==> config.mk <==
export PLATFORM = sky130hd
export DESIGN_NAME = stream_mux2_flat
export DESIGN_NICKNAME = d
export VERILOG_FILES = /design/src/rtl/stream_pkg.sv /design/src/rtl/stream_mux2_if.sv /design/src/rtl/rr_arb2.sv /design/src/rtl/stream_mux2.sv /design/src/flat_wrapper.sv
export SDC_FILE = /design/constraint.sdc
export NUM_CORES = 1
export LEC_CHECK = 0
export ABC_AREA = 1
export BUFFER_PORTS_ARGS = -buffer_cell sky130_fd_sc_hd__buf_2
export CORE_MARGIN = 2
export CORE_UTILIZATION = 48
export CTS_BUF_LIST = sky130_fd_sc_hd__clkbuf_4
export CTS_CLUSTER_DIAMETER = 200
export DETAILED_ROUTE_END_ITERATION = 10
export GPL_TIMING_DRIVEN = 0
export MAX_ROUTING_LAYER = met4
export PLACE_DENSITY = 0.86
export SYNTH_ARGS = -nofsm -noshare
export SYNTH_HDL_FRONTEND = slang
export SYNTH_SLANG_ARGS = --single-unit
==> constraint.sdc <==
create_clock -name clk -period 2.67 [get_ports clk]
set_input_delay 0.534 -clock clk [delete_from_list [all_inputs] [get_ports clk]]
set_output_delay 0.534 -clock clk [all_outputs]
set_load 0.01 [all_outputs]
==> src/rtl/stream_pkg.sv <==
// Shared constants for the two-channel stream merge: channel indices and
// the packet-lock state encoding used when STREAM_MUX2_PKT_LOCK_EN is defined.
package stream_pkg;

  localparam logic CH0 = 1'b0;
  localparam logic CH1 = 1'b1;

  typedef enum logic [1:0] {
    LK_UNLOCKED = 2'd0,
    LK_LOCKED0  = 2'd1,
    LK_LOCKED1  = 2'd2
  } lock_state_e;

endpackage

==> src/rtl/stream_mux2_if.sv <==
// Bundle of the two input streams and the merged output stream of stream_mux2.
// Handshake: a beat moves across a channel on a rising clk edge where valid && ready
// are both high; valid must not wait for ready, and payload/last are only meaningful with valid.
interface stream_mux2_if #(
  parameter int WIDTH = 8
) ();

  logic             in0_valid;
  logic             in0_last;
  logic [WIDTH-1:0] in0_data;
  logic             in0_ready;

  logic             in1_valid;
  logic             in1_last;
  logic [WIDTH-1:0] in1_data;
  logic             in1_ready;

  logic             out_valid;
  logic [WIDTH-1:0] out_data;
  logic             out_last;
  logic             out_sel;
  logic             out_ready;

  modport slave (
    input  in0_valid, in0_last, in0_data,
    output in0_ready,
    input  in1_valid, in1_last, in1_data,
    output in1_ready,
    output out_valid, out_data, out_last, out_sel,
    input  out_ready
  );

  modport master (
    output in0_valid, in0_last, in0_data,
    input  in0_ready,
    output in1_valid, in1_last, in1_data,
    input  in1_ready,
    input  out_valid, out_data, out_last, out_sel,
    output out_ready
  );

endinterface

==> src/rtl/rr_arb2.sv <==
// Two-requester round-robin grant: a lone requester always wins, a tie goes to rr,
// and an active lock pins the grant to lock_ch.
module rr_arb2 (
  input  logic [1:0] req,
  input  logic       rr,
  input  logic       lock,
  input  logic       lock_ch,
  output logic       grant
);

  always_comb begin
    grant = rr;
    if (lock) begin
      grant = lock_ch;
    end else if (req == 2'b01) begin
      grant = 1'b0;
    end else if (req == 2'b10) begin
      grant = 1'b1;
    end
  end

endmodule

==> src/rtl/stream_mux2.sv <==
// stream_mux2: merges two valid/ready streams into one registered output slot.
// Define STREAM_MUX2_PKT_LOCK_EN to hold the grant on a channel until its last beat.
module stream_mux2
  import stream_pkg::*;
#(
  parameter int WIDTH = 8
) (
  input  logic          clk,
  input  logic          rst,
  stream_mux2_if.slave  s_bus,
  output logic [1:0]    o_dbg_state,
  output logic          o_dbg_rr
);

  localparam logic [1:0] ST_UNLOCKED = 2'(LK_UNLOCKED);

  logic             r_out_valid;
  logic [WIDTH-1:0] r_out_data;
  logic             r_out_last;
  logic             r_out_sel;
  logic             r_rr;

  logic             w_free;
  logic             w_grant;
  logic             w_lock;
  logic             w_lock_ch;
  logic             w_in0_ready;
  logic             w_in1_ready;
  logic             w_accept;
  logic [WIDTH-1:0] w_sel_data;
  logic             w_sel_last;

  rr_arb2 u_arb (
    .req     ({s_bus.in1_valid, s_bus.in0_valid}),
    .rr      (r_rr),
    .lock    (w_lock),
    .lock_ch (w_lock_ch),
    .grant   (w_grant)
  );

  // The slot can take a new beat when empty or when its beat leaves this edge.
  assign w_free      = !r_out_valid || s_bus.out_ready;
  assign w_in0_ready = !rst && w_free && (w_grant == CH0);
  assign w_in1_ready = !rst && w_free && (w_grant == CH1);
  assign w_accept    = (w_in0_ready && s_bus.in0_valid) || (w_in1_ready && s_bus.in1_valid);
  assign w_sel_data  = (w_grant == CH1) ? s_bus.in1_data : s_bus.in0_data;
  assign w_sel_last  = (w_grant == CH1) ? s_bus.in1_last : s_bus.in0_last;

  always_ff @(posedge clk) begin
    if (rst) begin
      r_out_valid <= 1'b0;
      r_out_data  <= '0;
      r_out_last  <= 1'b0;
      r_out_sel   <= CH0;
      r_rr        <= CH0;
    end else if (w_accept) begin
      r_out_valid <= 1'b1;
      r_out_data  <= w_sel_data;
      r_out_last  <= w_sel_last;
      r_out_sel   <= w_grant;
      r_rr        <= ~w_grant;
    end else if (s_bus.out_ready) begin
      r_out_valid <= 1'b0;
    end
  end

`ifdef STREAM_MUX2_PKT_LOCK_EN
  localparam logic [1:0] ST_LOCKED0 = 2'(LK_LOCKED0);
  localparam logic [1:0] ST_LOCKED1 = 2'(LK_LOCKED1);

  logic [1:0] r_state;

  always_ff @(posedge clk) begin
    if (rst) begin
      r_state <= ST_UNLOCKED;
    end else begin
      case (r_state)
        ST_UNLOCKED: begin
          if (w_accept && !w_sel_last) begin
            r_state <= (w_grant == CH1) ? ST_LOCKED1 : ST_LOCKED0;
          end
        end
        ST_LOCKED0, ST_LOCKED1: begin
          if (w_accept && w_sel_last) begin
            r_state <= ST_UNLOCKED;
          end
        end
        default: r_state <= ST_UNLOCKED;
      endcase
    end
  end

  assign w_lock      = (r_state != ST_UNLOCKED);
  assign w_lock_ch   = (r_state == ST_LOCKED1);
  assign o_dbg_state = r_state;
`else
  assign w_lock      = 1'b0;
  assign w_lock_ch   = CH0;
  assign o_dbg_state = ST_UNLOCKED;
`endif

  assign s_bus.in0_ready = w_in0_ready;
  assign s_bus.in1_ready = w_in1_ready;
  assign s_bus.out_valid = r_out_valid;
  assign s_bus.out_data  = r_out_data;
  assign s_bus.out_last  = r_out_last;
  assign s_bus.out_sel   = r_out_sel;
  assign o_dbg_rr        = r_rr;

endmodule

==> src/flat_wrapper.sv <==
// flat-port wrapper written by rule: the top's interface ports become plain ports
module stream_mux2_flat import stream_pkg::*;
#(
  parameter int WIDTH = 8
)
  (clk, rst, o_dbg_state, o_dbg_rr, s_bus_in0_valid, s_bus_in0_last, s_bus_in0_data, s_bus_in0_ready, s_bus_in1_valid, s_bus_in1_last, s_bus_in1_data, s_bus_in1_ready, s_bus_out_valid, s_bus_out_data, s_bus_out_last, s_bus_out_sel, s_bus_out_ready);
  stream_mux2_if #(.WIDTH(WIDTH)) s_bus_i ();
  input  logic clk;
  input  logic rst;
  output logic [1:0] o_dbg_state;
  output logic o_dbg_rr;
  input wire logic [$bits(s_bus_i.in0_valid)-1:0] s_bus_in0_valid;
  input wire logic [$bits(s_bus_i.in0_last)-1:0] s_bus_in0_last;
  input wire logic [$bits(s_bus_i.in0_data)-1:0] s_bus_in0_data;
  output wire logic [$bits(s_bus_i.in0_ready)-1:0] s_bus_in0_ready;
  input wire logic [$bits(s_bus_i.in1_valid)-1:0] s_bus_in1_valid;
  input wire logic [$bits(s_bus_i.in1_last)-1:0] s_bus_in1_last;
  input wire logic [$bits(s_bus_i.in1_data)-1:0] s_bus_in1_data;
  output wire logic [$bits(s_bus_i.in1_ready)-1:0] s_bus_in1_ready;
  output wire logic [$bits(s_bus_i.out_valid)-1:0] s_bus_out_valid;
  output wire logic [$bits(s_bus_i.out_data)-1:0] s_bus_out_data;
  output wire logic [$bits(s_bus_i.out_last)-1:0] s_bus_out_last;
  output wire logic [$bits(s_bus_i.out_sel)-1:0] s_bus_out_sel;
  input wire logic [$bits(s_bus_i.out_ready)-1:0] s_bus_out_ready;
  assign s_bus_i.in0_valid = s_bus_in0_valid;
  assign s_bus_i.in0_last = s_bus_in0_last;
  assign s_bus_i.in0_data = s_bus_in0_data;
  assign s_bus_in0_ready = s_bus_i.in0_ready;
  assign s_bus_i.in1_valid = s_bus_in1_valid;
  assign s_bus_i.in1_last = s_bus_in1_last;
  assign s_bus_i.in1_data = s_bus_in1_data;
  assign s_bus_in1_ready = s_bus_i.in1_ready;
  assign s_bus_out_valid = s_bus_i.out_valid;
  assign s_bus_out_data = s_bus_i.out_data;
  assign s_bus_out_last = s_bus_i.out_last;
  assign s_bus_out_sel = s_bus_i.out_sel;
  assign s_bus_i.out_ready = s_bus_out_ready;
  stream_mux2 #(.WIDTH(WIDTH)) u_core (.clk(clk), .rst(rst), .s_bus(s_bus_i), .o_dbg_state(o_dbg_state), .o_dbg_rr(o_dbg_rr));
endmodule
After elaboration in Yosys (flattened, before gate mapping):

Cells that the tools add are included.

* input port bits: 23
* register bits: 12
* logic and storage cells: 24
* output and inout bits: 16

* multiplexer cells: 6
* reduce and logical (&&, ||, !) cells: 10
* eq/ne operators: 2
* bitwise logic cells: 1

Operators by type and width (count)
* 8-bit two-way mux: 1
* 1-bit logical AND: 5
* 1-bit two-way mux: 5
* 2-bit by 1-bit == test with 1-bit output (second input constant): 1
* 2-bit == test (second input constant): 1
* 1-bit zero test: 2
* 1-bit logical OR: 2
* 2-bit nonzero test: 1
* 1-bit inverter: 1

Depth between registers and ports, before layout:

* depth in word-level cells: 8
* depth in mapped cells: 8

Modules after synthesis:

Synthesis repeated with hierarchy kept, for this count alone.

* cell total of the unflattened synthesis: 119
* area, all modules: 719.4 sq um

Modules (own cells, without submodules)
* stream_mux2: times used 1, area an instance 680.7 sq um, cells an instance 110
* rr_arb2: times used 1, area an instance 38.8 sq um, cells an instance 9

Worst setup path after synthesis:

OpenSTA, ideal clock, no wires.

* kind: in2out
* start point: input port s_bus_in1_valid
* end point: output port s_bus_in0_ready
* data required time: 2.136 ns
* stages: 6
* data arrival time: 1.124 ns
* path buffers: 1
* setup slack: 1.012 ns
* path through: nand2_1 nand2_4 nand2_4 buf_12 clkinv_4 nor2_1

* word-level cells in the longest chain between the ends: 5
* elaborated cells between the ends (all ways): 6
* classes of those cells: 2 x eq/ne; 2 x mux; 1 x bitwise; 1 x reduce/logical

Ends and longest elaborated chain
* start: declaration: RTL line flat_wrapper.sv:16 `input wire logic [$bits(s_bus_i.in1_valid)-1:0] s_bus_in1_valid;`
* 2-bit == test: RTL line rr_arb2.sv:17 `end else if (req == 2'b10) begin`
* 1-bit two-way mux: RTL line rr_arb2.sv:17
* 1-bit two-way mux *: RTL line rr_arb2.sv:15 `end else if (req == 2'b01) begin`
* 1-bit inverter *: RTL line stream_mux2.sv:43 `assign w_in0_ready = !rst && w_free && (w_grant == CH0);`
* 1-bit logical AND *: RTL line stream_mux2.sv:43
* end: declaration: RTL line flat_wrapper.sv:15 `output wire logic [$bits(s_bus_i.in0_ready)-1:0] s_bus_in0_ready;`

Every way passes the cells marked *; elsewhere a longest branch is shown, timed or not.

Worst setup path after layout:

Ends and elaborated chain as after synthesis.

==> impl.org <==
** Pwr
- Power density over cell area :: between 400 and 500 nW/um^2
- The worst-case IR drop observed on VDD is about 0.35 mV.
- The analysis attributes to cell leakage a power of between 0.4 and 0.5 nW.

** Global route
- Across every metal layer, demand over resource in global routing totals 0.212.
- The number of global-route vias before repair was between 600 and 700.
- Global routing finished with a remaining overflow of 0.
- Antenna violations before repair :: 0
- Entering global routing, the biggest net connects 11 pins.
- The first global-routing pass estimated ~2800 microns of wire.

** Route
- In the routed design, unresolved DRC markers number 0.
- After detailed routing, the total wire length is between 1500 and 2000 microns.
- Detailed-router iteration count before antenna repair :: 4
- Final ANT Viol Nets :: 0
- Routed length per placed instance :: around 11 microns
- The final route contains approximately 700 vias.
- DRC marker count from the first detailed-route iteration :: 11
- Vias per inst :: ~4.6

** Final layout
- Summed area of non-filler cells in the final layout :: between 900 and 1000 sq um
- Fraction of the core area covered by cells at the end of the flow :: 0.695
- At the end of the flow, the number of nets in the layout was 160.
- Share of layout cells above drive strength 1 :: 0.515
- 0 antenna diodes ended up in the layout.
- Counting the fill cells in the layout gives 126.
- From synthesis to final layout, the design area changed by 32.8%.

** Logic synthesis
- Unique cell type count in the Yosys netlist :: 17
- Of the post-synthesis cell area, the dominant cell type holds 0.344.
- Synthesized area per cell :: approximately 7.3 sq um
- Commonest cells in the synthesized netlist :: sky130_fd_sc_hd__nand2_1, sky130_fd_sc_hd__dfxtp_1, sky130_fd_sc_hd__nand3_1
- Summed over all instances, the cell type with the most area after synthesis is sky130_fd_sc_hd__dfxtp_1.
- In the post-synthesis netlist, the cell with the most instances is sky130_fd_sc_hd__nand2_1.
- In the synthesized netlist, the number of instances is 95.
- Flip-flop and latch count after synthesis :: 12
- EDFF count, synth :: 0
- Of the synthesized area, sequential elements account for 0.344.
- For this run, the leading register cell type out of synthesis is sky130_fd_sc_hd__dfxtp_1.
- Top post-synthesis cells by area :: sky130_fd_sc_hd__dfxtp_1, sky130_fd_sc_hd__nand2_1, sky130_fd_sc_hd__a21oi_2, sky130_fd_sc_hd__nand2_2, sky130_fd_sc_hd__nand3_1
- In the synthesized netlist the async set-or-reset flop fraction comes to 0.
- The mapped netlist covers 698 sq um.
- For this run, the number of Yosys warnings is 0.

** STA
- Subtracting the final worst setup slack from the clock period gives between 1.5 and 2 ns.
- Total setup violations reported at the end of the flow :: 0
- Setup_tns :: 0 ns
- Total count of max-transition violations in the final report :: 0
- Final critical-path share of the clock period :: 0.708
- Setup repair after global routing left no endpoint under its margin.
- The worst path meets setup with just under 0.8 ns of slack.
- Hold Fails Final Rpt :: 0
- Setup skew after layout :: 0.00283 ns
- Highest clock rate :: between 500 and 600 MHz

** Worst setup path
- Beginning of the critical path :: s_bus_in1_valid
- The startpoint identified for the worst register-to-register timing path is u_core.o_dbg_rr$_SDFFE_PP0P_.
- Critical path's top delay family :: buffers and inverters
- Critical-path cell list :: buf_2 -> nand2_1 -> nand2_4 -> nand2_4 -> buf_12 -> clkinv_4 -> nor2_1 -> buf_2
- The number of buffers and inverters on the critical path is 4.
- Startpoint Class :: input pin
- CP Data Required Time :: 2.14 ns
- Setup CP Type :: in2out
- Critical path peak fanout :: 10
- The worst register-to-register path ends at u_core.s_bus.out_data[5]$_SDFFE_PP0P_.
- Worst setup endpoint :: s_bus_in0_ready
- The largest single stage delay on the critical path is approximately 0.14 ns.
- Measured in cells, the most critical reg-to-reg path has a length of 8.
- The slowest stage of the critical path belongs to the cell sky130_fd_sc_hd__buf_12.
- Number of stages on the worst setup path :: 8
- Arrival time of the worst setup path :: about 1.4 ns
- The worst setup path is captured at a primary output.
- R2R Setup Slk :: 1.50 ns

** CTS
- Number of buffers on the longest clock path :: 2
- In this run, CTS created clock tree buffers numbering 3.
- TritonCTS clock tree :: built
- Cts hold-fix bufs :: 0
- CTS-repair resized insts :: 0
- Clock-pin slew was measured on the worst setup and hold paths at 0.08 ns.
- The tree is rooted in a sky130_fd_sc_hd__clkbuf_4.
- In this run the number of H-tree levels came out at 1.
- Clock latency of the later-clocked register in the worst-skew pair :: ~0.27 ns
- The clock net in this run drives a total of 12 sinks.
- Post-CTS setup-driven buffer insertion count :: 0

** Placement
- Pre-CTS worst setup slack :: 0.784 ns
- Final Wtd Congestion :: ~0.75
- Count of port buffers added during placement :: 36
- Sum of net half-perimeters after detailed placement :: between 1000 and 1500 microns
- Once placement finished, the instance area stood at about 900 sq um.

** Floorplanning
- Core Footprint :: between 1000 and 1500 sq um
- Starting utilization of the core area :: 0.523
- Total number of placement rows :: 13
- Ports placed on the boundary :: 39
- The die is 42.1 microns wide.
- Vert. Die Dim :: 42.1 microns
- The die covers roughly 1800 sq um.

** Worst hold path
- The worst hold path begins at rst.
- In this run the worst hold path is classified as in2reg.

** Job
- Max capacitance violation total :: 0

** Status
- Outcome :: completed
-- per-stage QoR --
stage          total power [mW]  cells  hold slack, ns
2_1_floorplan             0.293     96           0.481
3_3_place_gp              0.336    147           0.446
3_5_place_dp              0.339    147           0.463
4_1_cts                   0.452    151           0.450
5_1_grt                   0.481    151           0.451
6_report                  0.451    151           0.448
-- cells in the final DEF, fill, tap and decap left out --
cell type / instances
sky130_fd_sc_hd__conb_1: 2
sky130_fd_sc_hd__nor2_2: 1
sky130_fd_sc_hd__buf_2: 37
sky130_fd_sc_hd__buf_4: 4
sky130_fd_sc_hd__nand3_1: 10
sky130_fd_sc_hd__nand2_2: 9
sky130_fd_sc_hd__clkinv_1: 1
sky130_fd_sc_hd__inv_1: 3
sky130_fd_sc_hd__nor2_1: 3
sky130_fd_sc_hd__nand2_1: 32
sky130_fd_sc_hd__clkbuf_4: 3
sky130_fd_sc_hd__a21oi_1: 2
sky130_fd_sc_hd__dfxtp_1: 12
sky130_fd_sc_hd__o21ai_1: 1
sky130_fd_sc_hd__clkinv_4: 1
sky130_fd_sc_hd__buf_12: 1
sky130_fd_sc_hd__a21oi_2: 9
sky130_fd_sc_hd__inv_2: 2
sky130_fd_sc_hd__nand2_4: 3
-- registers in the layout (all words and copies together), names as in the netlist --
signal                  count
u_core.o_dbg_rr             1
u_core.s_bus.out_data       8
u_core.s_bus.out_last       1
u_core.s_bus.out_sel        1
u_core.s_bus.out_valid      1
-- report_power, final --
part	switching, mW	internal [mW]
Combinational	0.0769	0.0591
Clock	0.0623	0.0540
Sequential	0.00691	0.192
Total	0.146	0.305
-- worst min path at each step --
| stage | endpoint | slack, ns | depth (start not counted) |
|---|---|---|---|
| after floorplan | u_core.s_bus.out_data[0]$_SDFFE_PP0P_ | 0.48 | 2 |
| after global placement | u_core.s_bus.out_data[0]$_SDFFE_PP0P_ | 0.45 | 2 |
| after detailed placement | u_core.s_bus.out_sel$_SDFFE_PP0P_ | 0.46 | 2 |
| after CTS | u_core.s_bus.out_data[0]$_SDFFE_PP0P_ | 0.45 | 2 |
| after global routing | u_core.s_bus.out_data[0]$_SDFFE_PP0P_ | 0.45 | 2 |
| final | u_core.s_bus.out_data[0]$_SDFFE_PP0P_ | 0.45 | 2 |
-- layer usage --
| metal | vias up | track usage | share of wire | wire [microns] |
|---|---|---|---|---|
| li1 | 380 | - | - | - |
| met1 | 292 | 0.247 | 0.44 | 696 |
| met2 | 26 | 0.359 | 0.50 | 786 |
| met3 | 0 | 0.0603 | 0.066 | 104 |
| met4 | 0 | 0.0563 | 0 | 0 |
| met5 | - | - | 0 | 0 |
-- layout make-up --
class / instances / area, sq um / area share
Timing Repair Buffer: 36 / 180 / 0.194
Inverter: 6 / 27.5 / 0.0297
Clock buffer: 3 / 22.5 / 0.0243
Clock inverter: 1 / 3.75 / 0.00405
Tap cell: 15 / 18.8 / 0.0202
Buffer: 6 / 55.1 / 0.0594
Sequential cell: 12 / 240 / 0.259
Multi-Input combinational cell: 72 / 379 / 0.409
-- cells by family after synthesis --
logic type             Yosys count  synth area share
and+or+nand+nor                 58             0.398
DFF                             12             0.344
AOI/OAI and AO/OA               12             0.134
buffers and inverters           12             0.118
other                            1           0.00537
Note: power is estimated with default switching activity, not from simulation.
